<file path="src/rtl/fp_mult_pipe.sv">
// fp_mult_pipe: three-stage sign/exponent/fraction multiplier with per-operation rounding mode,
// exception flags and a valid/ready handshake with full backpressure.
module fp_mult_pipe #(
    parameter int N  = 24,
    parameter int ES = 6
) (
    input  logic         clk,
    input  logic         rst,
    input  logic         in_valid,
    output logic         in_ready,
    input  logic [N-1:0] a,
    input  logic [N-1:0] b,
    input  logic         rnd_mode,
    output logic         out_valid,
    input  logic         out_ready,
    output logic [N-1:0] r,
    output logic [2:0]   flags
);
    localparam int M  = N - 1 - ES;
    localparam int EW = ES + 2;
    localparam logic signed [EW-1:0] BIAS = EW'(2 ** (ES - 1) - 1);
    localparam logic signed [EW-1:0] EMAX = EW'(2 ** ES - 1);
    localparam logic [ES-1:0] EONES = '1;
    localparam logic [N-1:0] QNAN = {1'b0, EONES, 1'b1, {(M-1){1'b0}}};

    logic v1, v2, en1, en2, en3;
    logic [ES-1:0] ea, eb;
    logic [M-1:0] fa, fb;
    logic sgn, nan_a, nan_b, inf_a, inf_b, zero_a, zero_b, nan_any, inv, sp_c;
    logic [N-1:0] spr_c;
    logic [2:0] spf_c;
    logic [2*M+1:0] p_c;
    logic signed [EW-1:0] e_c;
    logic rm1, sp1, s1;
    logic [N-1:0] spr1;
    logic [2:0] spf1;
    logic signed [EW-1:0] e1;
    logic [2*M+1:0] p1;
    logic [2*M:0] pn;
    logic rm2, sp2, s2, g2, st2;
    logic [N-1:0] spr2;
    logic [2:0] spf2;
    logic signed [EW-1:0] e2, e3;
    logic [M-1:0] f2;
    logic inc, ovf, unf;
    logic [M:0] fr;
    logic [N-1:0] r_c;
    logic [2:0] f_c;

    // a stage may load when empty or when its contents leave in the same cycle
    assign en3 = ~out_valid | out_ready;
    assign en2 = ~v2 | en3;
    assign en1 = ~v1 | en2;
    assign in_ready = en1;

    assign ea = a[N-2:M];
    assign eb = b[N-2:M];
    assign fa = a[M-1:0];
    assign fb = b[M-1:0];
    assign sgn = a[N-1] ^ b[N-1];
    assign nan_a = (&ea) & (|fa);
    assign nan_b = (&eb) & (|fb);
    assign inf_a = (&ea) & ~(|fa);
    assign inf_b = (&eb) & ~(|fb);
    assign zero_a = ~(|ea);
    assign zero_b = ~(|eb);
    assign nan_any = nan_a | nan_b;
    assign inv = ~nan_any & ((zero_a & inf_b) | (inf_a & zero_b));
    assign sp_c = nan_any | inf_a | inf_b | zero_a | zero_b;
    assign spr_c = (nan_any | inv) ? QNAN : (inf_a | inf_b) ? {sgn, EONES, {M{1'b0}}} : {sgn, {(N-1){1'b0}}};
    assign spf_c = {inv, 2'b00};
    assign p_c = (2*M+2)'({1'b1, fa}) * (2*M+2)'({1'b1, fb});
    assign e_c = EW'(ea) + EW'(eb) - BIAS;

    assign pn = p1[2*M+1] ? p1[2*M:0] : {p1[2*M-1:0], 1'b0};

    assign inc = ~rm2 & g2 & (st2 | f2[0]);
    assign fr = {1'b0, f2} + (M+1)'(inc);
    assign e3 = e2 + EW'(fr[M]);
    assign ovf = e3 >= EMAX;
    assign unf = e3[EW-1] | ~(|e3);
    assign r_c = sp2 ? spr2 : ovf ? {s2, EONES, {M{1'b0}}} : unf ? {s2, {(N-1){1'b0}}} : {s2, e3[ES-1:0], fr[M-1:0]};
    assign f_c = sp2 ? spf2 : {1'b0, ovf, unf};

    always_ff @(posedge clk or posedge rst) begin
        if (rst) begin
            v1 <= 1'b0;
            v2 <= 1'b0;
            out_valid <= 1'b0;
            r <= '0;
            flags <= '0;
        end else begin
            if (en1) v1 <= in_valid;
            if (en2) v2 <= v1;
            if (en3) begin
                out_valid <= v2;
                r <= r_c;
                flags <= f_c;
            end
        end
    end

    // datapath registers carry no reset; their valid bits qualify them
    always_ff @(posedge clk) begin
        if (en1) begin
            rm1 <= rnd_mode;
            sp1 <= sp_c;
            spr1 <= spr_c;
            spf1 <= spf_c;
            s1 <= sgn;
            e1 <= e_c;
            p1 <= p_c;
        end
        if (en2) begin
            rm2 <= rm1;
            sp2 <= sp1;
            spr2 <= spr1;
            spf2 <= spf1;
            s2 <= s1;
            e2 <= e1 + EW'(p1[2*M+1]);
            f2 <= pn[2*M:M+1];
            g2 <= pn[M];
            st2 <= |pn[M-1:0];
        end
    end
endmodule

</file>
<file path="config.mk">
export PLATFORM = sky130hd
export DESIGN_NAME = fp_mult_pipe
export DESIGN_NICKNAME = d
export VERILOG_FILES = /design/src/rtl/fp_mult_pipe.sv
export SDC_FILE = /design/constraint.sdc
export NUM_CORES = 1
export LEC_CHECK = 0
export ABC_AREA = 1
export ABC_CLOCK_PERIOD_IN_PS = 7100
export CORE_MARGIN = 1
export CORE_UTILIZATION = 40
export CTS_CLUSTER_SIZE = 12
export DETAILED_ROUTE_END_ITERATION = 6
export HOLD_SLACK_MARGIN = 0.06
export PLACE_DENSITY = 0.64
export SLEW_MARGIN = 20
export SYNTH_ARGS = -nofsm -noshare
export SYNTH_HDL_FRONTEND = slang
export SYNTH_SLANG_ARGS = --single-unit
</file>
<file path="constraint.sdc">
create_clock -name clk -period 7.1 [get_ports clk]
set_clock_uncertainty 0.05 [all_clocks]
set_input_delay 1.065 -clock clk [delete_from_list [all_inputs] [get_ports clk]]
set_output_delay 1.065 -clock clk [all_outputs]
set_load 0.05 [all_outputs]
</file>
==> results_dict.tcl, run 1 <==
set metrics [dict create \
    result_of_the_run "complete, no violations" \
    routed-via-count 12600 \
    synth.cell_area_um2 16400 \
    placeable_core_region_um2 40000 \
    max_stage_delay_ps 910 \
    hold_path_class "flip-flop to flip-flop" \
    dp_hpwl_um 32700 \
    worstPathArrival_ps 6820 \
    fp.dieH_um 204 \
    startpoint_class "primary input" \
    ys_async_sr_fraction_pct 26.1 \
    synth.ff_latch_count 115 \
    fill_cells 3955 \
    vias_per_cell 4.77 \
    postSynthAreaPerCell_um2 8.14 \
    achievable-frequency_mhz 149 \
    tritoncts_clock_tree "built" \
    clock_insertion_delay_worst_skew_ps 400 \
    dr.first_iter.drc_count 727 \
    placement.io_buffers 81 \
    worst-endpoint-required_ps 7210 \
    holdBufCountCts 0 \
    number_of_global_route_vias_before_repair 13200 \
    area_growth_syn_to_layout_pct 14.2 \
    drive_above_1_share_pct 5.45 \
    cts-root-buf "sky130_fd_sc_hd__clkbuf_16" \
    floorplan.die.width_um 204 \
    floorplan.initialDensity_pct 40.9 \
    netlist.area_leader.share_pct 31.5 \
    report.final.slew_viol_count 0 \
    grt_util_all_layers_pct 19.0 \
    yosys.cell_count.top_type "sky130_fd_sc_hd__inv_1" \
    tritoncts_num_sinks 115 \
    synth_simple_gate_area_share_pct 18.1 \
    gp_routability_congestion 0.924 \
    die_area_um2 41700 \
    detail-route-antenna-nets 0 \
    path_buf_inv 4 \
    synthAdderAreaFrac_pct 41.1 \
    timing.final.crit_period_ps 6710 \
    synth_edf_count 85 \
    cpMaxStageDelayCell "sky130_fd_sc_hd__clkdlybuf4s50_1" \
    yosysWarningCount 0 \
    clockBufferDepth 2 \
    final_cells 2635 \
    crit_family "adder cells" \
    place_inst 2603 \
    setup_viol_count_final 0 \
    endpoint_kind "flip-flop" \
    preCtsSetupSlack_ps -45.5 \
    largest_fanout_of_any_net_on_the_critical_path 13 \
    post_cts_resize_count 0 \
    timing.final.hold_violations 0 \
    max-cap-violations 0 \
    synth_common_cells "sky130_fd_sc_hd__inv_1, sky130_fd_sc_hd__nand2_1, sky130_fd_sc_hd__fa_1" \
    final_critical_path_setup_slack_ps 390 \
    path_clk_slew_ps 50 \
    postLayoutCellArea_um2 18700 \
    synthMuxAreaShare_pct 0 \
    synth-seq-area-share_pct 20.2 \
    path_cells "clkdlybuf4s50_1, nand2_1, fa_1, fa_1, fa_1, inv_1, fa_1, fa_1, inv_1, fa_1, inv_1, ha_1, nand2_1, nor2_1, nand2_1, o21ai_1, nand3_1, nand3_1, nand2_1" \
    postRouteWirelength_um 37800 \
    ioPinCount 82 \
    synth_ff_type "sky130_fd_sc_hd__edfxtp_1" \
    drt_pass1_iterations 7 \
    ys_top_cells_by_area "sky130_fd_sc_hd__fa_1, sky130_fd_sc_hd__edfxtp_1, sky130_fd_sc_hd__inv_1" \
    synth_compound_area_share_pct 3.87 \
    most_frequent_cp_cell "sky130_fd_sc_hd__fa_1" \
    cts-buffers-inserted 17 \
    combinational_family_with_the_most_area_after_synthesis "adder cells" \
    drc_errors 0 \
    cell_type_with_the_highest_aggregate_area_in_the_netlist "sky130_fd_sc_hd__fa_1" \
    criticalPathCategory "primary input to flip-flop" \
    insertedDiodeCount 0 \
    post_synth_inst_count 2009 \
    fraction_of_the_cycle_the_final_worst_path_needs_pct 94.5 \
    cts.repair_timing.setup_buffer_count 0 \
    synthXorXnorAreaFrac_pct 2.13 \
    postSynthNetCount 2445 \
    htreeDepth 4 \
    grt_setup_unrepaired "false" \
    max-slew-margin-rel_pct 54.1 \
    grt_remaining_overflow 0 \
    synth_cell_type_count 41 \
    detail_route.wl_per_cell_um 14.3 \
    grt_pass1_wl_um 63500 \
    worst_pin_slew_ps 687 \
    grt_antenna_before_repair 0 \
    post_dp_cell_area_um2 18100 \
    grt_start_max_net_pins 53 \
    fin_nets 2533 \
    row_count 73 \
]
area by class of cell:
cell class	count	area, um^2	area share [%]
inverter	557	2090	11.2
clock buffer	17	425	2.28
multi-input combinational	1259	10700	57.1
tap	525	657	3.52
timing repair buffer	147	1370	7.33
clock inverter	15	166	0.891
sequential	115	3300	17.7
metal layers:
metal	up-vias	global-route usage, %	routed length [um]
li1	6086	-	-
met1	6122	24.9	16900
met2	306	33.5	18500
met3	57	1.51	1540
met4	0	5.57	886
met5	-	0	0
final timing paths:
check	to	startpoint	slack, ps	cells after the start
max	p1[34]	b[5]	390	19
min	rm2	rm1	370	0
max reg2reg	r[17]	f2[0]	3410	19
min reg2reg	rm2	rm1	370	0
max in group asynchronous	out_valid	rst	5580	2
min in group asynchronous	r[12]	rst	1010	2
through the flow:
step / hold slack (ps) / util, % / setup TNS, ps
floorplan: 350 / - / 0
global placement: 355 / 45.2 / -2.43
detailed placement: 355 / 45.2 / -48.9
CTS: 368 / 46.7 / 0
global route: 376 / 46.7 / 0
finish: 369 / 46.7 / 0
placed cells by master (no fill, tap or decap), drive strengths merged:
cell type,count
dfrtp,30
clkbuf,17
and3,1
clkinvlp,5
or2,4
nand2,519
nor2,89
a31o,2
nor3,14
nor4,10
nand3,67
o31ai,1
fa,257
clkinv,7
o21bai,7
edfxtp,85
o21ai,36
ha,126
nand3b,3
inv,557
buf,66
or4,1
a21boi,2
nand4,19
xnor2,9
o221ai,1
xor2,30
o21a,2
a31oi,2
bufinv,3
a21o,5
a22o,2
a21oi,50
clkdlybuf4s50,81
state kept, by name (all words and copies together), names as in the netlist, 3 cells and up:
register and count:
p1 36, spr1 3, r 24, f2 17, e2 8, flags 3
e1 8, spr2 3
cells by family after synthesis:
group / after synthesis
compound gates: 110
xor+xnor: 39
simple gates: 727
fa+ha+maj: 383
flops: 115
buf+inv: 635
Power of run 1 is left out: the tool's default activity adds up to more than one toggle a clock period on the data nets, which glitch-free logic cannot reach.
==> inputs of run 2 (changes only) <==
--- a/config.mk
+++ b/config.mk
@@ -8,11 +8,11 @@
 export ABC_AREA = 1
 export ABC_CLOCK_PERIOD_IN_PS = 7100
 export CORE_MARGIN = 1
-export CORE_UTILIZATION = 40
+export CORE_UTILIZATION = 67
 export CTS_CLUSTER_SIZE = 12
 export DETAILED_ROUTE_END_ITERATION = 6
 export HOLD_SLACK_MARGIN = 0.06
-export PLACE_DENSITY = 0.64
+export PLACE_DENSITY = 0.95
 export SLEW_MARGIN = 20
 export SYNTH_ARGS = -nofsm -noshare
 export SYNTH_HDL_FRONTEND = slang
==> run 2 against run 1 <==
Non-clock buffer count is 11 lower. Worst setup slack better by 6.5 ps. Design area is 1.8% lower. Largest cell class unchanged. Die area is 40% lower.
==> results_dict.tcl, run 2 (synthesis results as in run 1) <==
set metrics [dict create \
    fp.dieH_um 158 \
    most_frequent_standard_cell_in_the_layout_excluding_fill_and_tap_cells "sky130_fd_sc_hd__inv_1" \
    achievable-frequency_mhz 149 \
    max_flop_register "p1" \
    most_used_cells_in_the_layout_excluding_fill_and_tap_cells "sky130_fd_sc_hd__inv_1, sky130_fd_sc_hd__nand2_1, sky130_fd_sc_hd__fa_1" \
    floorplan.die.width_um 158 \
    ioPinCount 82 \
    report.final.slew_viol_count 0 \
    grt_start_max_net_pins 54 \
    max-slew-margin-rel_pct 38.3 \
    path_clk_slew_ps 60 \
    number_of_global_route_vias_before_repair 15000 \
    cts-buffers-inserted 17 \
    detail-route-antenna-nets 0 \
    routed-via-count 13900 \
    min_delay_path_depth 0 \
    detail_route.wl_per_cell_um 18.6 \
    gp_routability_congestion 0.966 \
    row_count 56 \
    holdBufCountCts 0 \
    setup_viol_count_final 0 \
    flip_flop_count_of_the_largest_register_after_layout 36 \
    drt_pass1_iterations 6 \
    regToRegSetupSlack_ps 3090 \
    die_area_um2 25000 \
    hold_path_class "flip-flop to flip-flop" \
    vias_per_cell 5.74 \
    area_growth_syn_to_layout_pct 12.1 \
    timing.final.hold_violations 0 \
    grt_antenna_before_repair 1 \
    placement.io_buffers 81 \
    post_cts_resize_count 0 \
    max_stage_delay_ps 620 \
    fin_nets 2522 \
    crit_family "adder cells" \
    dp_hpwl_um 34700 \
    largest_registers "p1 x36, r x24, f2 x17" \
    clock_insertion_delay_worst_skew_ps 420 \
    grt_util_all_layers_pct 38.4 \
    grt_setup_unrepaired "false" \
    drive_above_1_share_pct 5.05 \
    timing.final.crit_period_ps 6700 \
    worst_pin_slew_ps 917 \
    tritoncts_num_sinks 115 \
    fraction_of_the_cycle_the_final_worst_path_needs_pct 94.4 \
    grt_remaining_overflow 0 \
    htreeDepth 4 \
    whs_endpoint "s2" \
    dr.first_iter.drc_count 1421 \
    postRouteWirelength_um 44900 \
    worst_hold_startpoint "s1" \
    cts.repair_timing.setup_buffer_count 0 \
    placeable_core_region_um2 23700 \
    max-cap-violations 0 \
    worst-endpoint-required_ps 7210 \
    tritoncts_clock_tree "built" \
    crit_reg_reg_startpoint "g2" \
    cpMaxStageDelayCell "sky130_fd_sc_hd__clkdlybuf4s50_1" \
    criticalPathCategory "primary input to flip-flop" \
    drc_errors 0 \
    path_cells "clkdlybuf4s50_1, buf_4, nand2_1, inv_1, fa_1, inv_1, fa_1, fa_1, fa_1, inv_1, fa_1, inv_1, fa_1, inv_1, ha_1, nand2_1, nor2_1, inv_1, o21bai_1, nand2_1, nand4_1, nand2_1" \
    clockBufferDepth 2 \
    insertedDiodeCount 0 \
    floorplan.initialDensity_pct 69.1 \
    fin_setup_tns_ps 0 \
    r2r_worst_path_depth 17 \
    startpoint_class "primary input" \
    path_buf_inv 8 \
    worstPathArrival_ps 6820 \
    grt_pass1_wl_um 72000 \
    endpoint_kind "flip-flop" \
    largest_fanout_of_any_net_on_the_critical_path 10 \
    cts-root-buf "sky130_fd_sc_hd__clkbuf_16" \
    result_of_the_run "complete, no violations" \
    reg2reg_to "flags[0]" \
]
run 2: cell types whose count changed in the layout (fill, tap and decap cells not counted):
cell	before	now
sky130_fd_sc_hd__clkinvlp_4	5	4
sky130_fd_sc_hd__bufinv_16	3	4
sky130_fd_sc_hd__buf_4	61	52
sky130_fd_sc_hd__clkinv_2	2	3
sky130_fd_sc_hd__buf_12	5	3
sky130_fd_sc_hd__inv_1	554	553
sky130_fd_sc_hd__inv_2	2	3
sky130_fd_sc_hd__clkinv_1	3	2
run 2: how the worst max path moves through the flow:
stage,slack [ps],end,startpoint,depth (start not counted)
after CTS,500,p1[34],a[6],22
after global routing,220,p1[34],a[6],22
final,400,p1[22],a[6],22
after detailed placement,60,p1[34],a[6],22
after floorplan,850,p1[34],b[9],22
after global placement,190,p1[22],b[5],20
run 2: routing by layer:
| layer | vias to the layer above | global-route usage (%) | wire length [um] |
|---|---|---|---|
| met4 | 2 | 27.2 | 3220 |
| met2 | 939 | 66.2 | 22100 |
| met5 | - | 0 | 13 |
| met1 | 6572 | 41.3 | 15000 |
| met3 | 289 | 9.72 | 4560 |
| li1 | 6069 | - | - |
run 2: cell type report:
type / instances / area (um^2)
inverters: 557 / 2090
flip-flops and latches: 115 / 3300
well taps: 319 / 399
clock buffers: 17 / 425
repair buffers: 136 / 1260
multi-input cells: 1259 / 10700
clock inverters: 15 / 190
fillers: 1504 / 5350
run 2: worst reg2reg max path, cell delays in order, from the launching register on:
cell and delay [ps]:
sky130_fd_sc_hd__edfxtp_1 340, sky130_fd_sc_hd__o21ai_0 110, sky130_fd_sc_hd__nor2_1 140, sky130_fd_sc_hd__ha_1 190
sky130_fd_sc_hd__nand2_1 70, sky130_fd_sc_hd__nor2_2 200, sky130_fd_sc_hd__nand4_1 190, sky130_fd_sc_hd__nor2_1 140
sky130_fd_sc_hd__nand4_1 140, sky130_fd_sc_hd__nor4_1 400, sky130_fd_sc_hd__ha_1 360, sky130_fd_sc_hd__ha_1 320
sky130_fd_sc_hd__nor2_1 190, sky130_fd_sc_hd__nand3_1 120, sky130_fd_sc_hd__nor2_1 210, sky130_fd_sc_hd__nand3_1 180
sky130_fd_sc_hd__nand2_1 220, sky130_fd_sc_hd__a22o_1 330
run 2: metrics by stage:
stage	utilization [%]	hold slack, ps	worst slack [ps]	std cells	cell area, um^2
6_report	77.4	369	397	2418	18300
3_5_place_dp	74.8	357	62.1	2386	17700
4_1_cts	77.4	370	504	2418	18300
3_3_place_gp	74.8	354	194	2386	17700
2_1_floorplan	-	350	853	2009	16400
5_1_grt	77.4	383	219	2418	18300
Power of run 2 is left out for the same reason.
==> inputs of run 3 (changes only) <==
--- a/config.mk
+++ b/config.mk
@@ -11,6 +11,7 @@
 export CORE_UTILIZATION = 67
 export CTS_CLUSTER_SIZE = 12
 export DETAILED_ROUTE_END_ITERATION = 6
+export GPL_ROUTABILITY_DRIVEN = 0
 export HOLD_SLACK_MARGIN = 0.06
 export PLACE_DENSITY = 0.95
 export SLEW_MARGIN = 20
==> run 3 against run 2 <==
The run now ends with design-rule violations left. Worst setup slack lost 190 ps. Count of clock-buffer cells in the layout unchanged. Sequential cell count did not move. Wire length up 2.4%. Worst hold slack improved by 1.6 ps. Non-clock buffer count down 2. Final cell count about the same. First-iteration DRC count grew 34%. Critical path depth shrank 2. Critical endpoint is now p1[34].
==> results_dict.tcl, run 3 (synthesis results as in run 1) <==
set metrics [dict create \
    insertedDiodeCount 0 \
    path_clk_slew_ps 60 \
    timing.final.hold_violations 0 \
    fill_cells 1412 \
    grt_remaining_overflow 0 \
    grt_util_all_layers_pct 39.5 \
    grt_antenna_before_repair 0 \
    tritoncts_clock_tree "built" \
    setup_viol_count_final 0 \
    grt_start_max_net_pins 53 \
    achievable-frequency_mhz 145 \
    postLayoutCellArea_um2 18300 \
    worstPathArrival_ps 7010 \
    most_used_cells_in_the_layout_excluding_fill_and_tap_cells "sky130_fd_sc_hd__inv_1, sky130_fd_sc_hd__nand2_1, sky130_fd_sc_hd__fa_1" \
    post_dp_cell_area_um2 17700 \
    fraction_of_the_cycle_the_final_worst_path_needs_pct 97.1 \
    report.final.slew_viol_count 0 \
    drive_above_1_share_pct 4.96 \
    most_frequent_standard_cell_in_the_layout_excluding_fill_and_tap_cells "sky130_fd_sc_hd__inv_1" \
    endpoint_kind "flip-flop" \
    flip_flop_count_of_the_largest_register_after_layout 36 \
    largest_fanout_of_any_net_on_the_critical_path 10 \
    startpoint_class "primary input" \
    routed-via-count 14200 \
    ioPinCount 82 \
    placeable_core_region_um2 23700 \
    placement.io_buffers 81 \
    vias_per_cell 5.86 \
    die_area_um2 25000 \
    tritoncts_num_sinks 115 \
    grt_pass1_wl_um 73900 \
    holdBufCountCts 0 \
    drt_pass1_iterations 7 \
    clockBufferDepth 2 \
    cts.repair_timing.setup_buffer_count 0 \
    htreeDepth 4 \
    grt_setup_unrepaired "false" \
    number_of_global_route_vias_before_repair 15400 \
    floorplan.initialDensity_pct 69.1 \
    floorplan.die.width_um 158 \
    share_of_the_core_filled_with_cells_in_the_final_layout_pct 77.3 \
    fin_nets 2520 \
    criticalPathCategory "primary input to flip-flop" \
    result_of_the_run "complete, but fails checks" \
    clock_insertion_delay_worst_skew_ps 420 \
    fin_setup_tns_ps 0 \
    dr.first_iter.drc_count 1901 \
    postRouteWirelength_um 46000 \
    post_cts_resize_count 0 \
    cts-root-buf "sky130_fd_sc_hd__clkbuf_16" \
    detail_route.wl_per_cell_um 19.0 \
    timing.final.crit_period_ps 6890 \
    area_growth_syn_to_layout_pct 11.9 \
    max-slew-margin-rel_pct 49.2 \
    worst-endpoint-required_ps 7220 \
    max_flop_register "p1" \
    worst_pin_slew_ps 754 \
    fp.dieH_um 158 \
    dp_hpwl_um 36600 \
    cts-buffers-inserted 17 \
    detail-route-antenna-nets 0 \
    largest_registers "p1 x36, r x24, f2 x17" \
    row_count 56 \
    drc_errors 1 \
    max-cap-violations 0 \
    hold_path_class "flip-flop to flip-flop" \
    failed_checks "design-rule violations" \
]
## run 3: path summary, 6_finish.rpt
check	start	end	slack [ps]	depth (start not counted)
max reg2reg	f2[0]	r[17]	3180	20
min reg2reg	spr1[23]	spr2[23]	370	0
min in group asynchronous	rst	r[15]	1000	2
max in group asynchronous	rst	r[19]	5600	2
min	spr1[23]	spr2[23]	370	0
max	a[11]	p1[34]	210	20
## run 3: layer usage
layer  track usage (%)  share of wire [%]  wire length (um)  up-vias
met5                 0                  0                 0        -
met2              68.0                 49             22700     1101
met4              30.9                8.2              3790        0
met1              41.0                 32             14600     6631
li1                  -                  -                 -     6055
met3              10.4                 11              4940      381
## run 3: critical path, cell delays in order
cell	delay (ps)
sky130_fd_sc_hd__clkdlybuf4s50_1	830
sky130_fd_sc_hd__buf_4	240
sky130_fd_sc_hd__nand2_1	80
sky130_fd_sc_hd__fa_1	560
sky130_fd_sc_hd__fa_1	500
sky130_fd_sc_hd__fa_1	560
sky130_fd_sc_hd__inv_1	60
sky130_fd_sc_hd__fa_1	540
sky130_fd_sc_hd__fa_1	550
sky130_fd_sc_hd__inv_1	70
sky130_fd_sc_hd__fa_1	480
sky130_fd_sc_hd__inv_1	40
sky130_fd_sc_hd__ha_1	360
sky130_fd_sc_hd__nand2_1	150
sky130_fd_sc_hd__nor2_1	190
sky130_fd_sc_hd__nand2_1	80
sky130_fd_sc_hd__o21ai_1	370
sky130_fd_sc_hd__nand3_1	150
sky130_fd_sc_hd__nand3_1	100
sky130_fd_sc_hd__nand2_1	60
## run 3: final cells by class
cell class	count	area (um^2)	share of cell area, %
Multi-Input combinational cell	1259	10700	58.3
Sequential cell	115	3300	18.1
Inverter	557	2090	11.4
Timing Repair Buffer	134	1230	6.74
Clock buffer	17	425	2.32
Tap cell	319	399	2.18
Clock inverter	15	180	0.985
## run 3: per-stage QoR
step                      hold WS, ps  setup slack (ps)  cells
after global placement            352               210   2384
after CTS                         373               407   2416
after global routing              387              92.5   2416
after detailed placement          359             -25.4   2384
final                             371               208   2416
after floorplan                   350               853   2009
Power of run 3 is left out for the same reason.
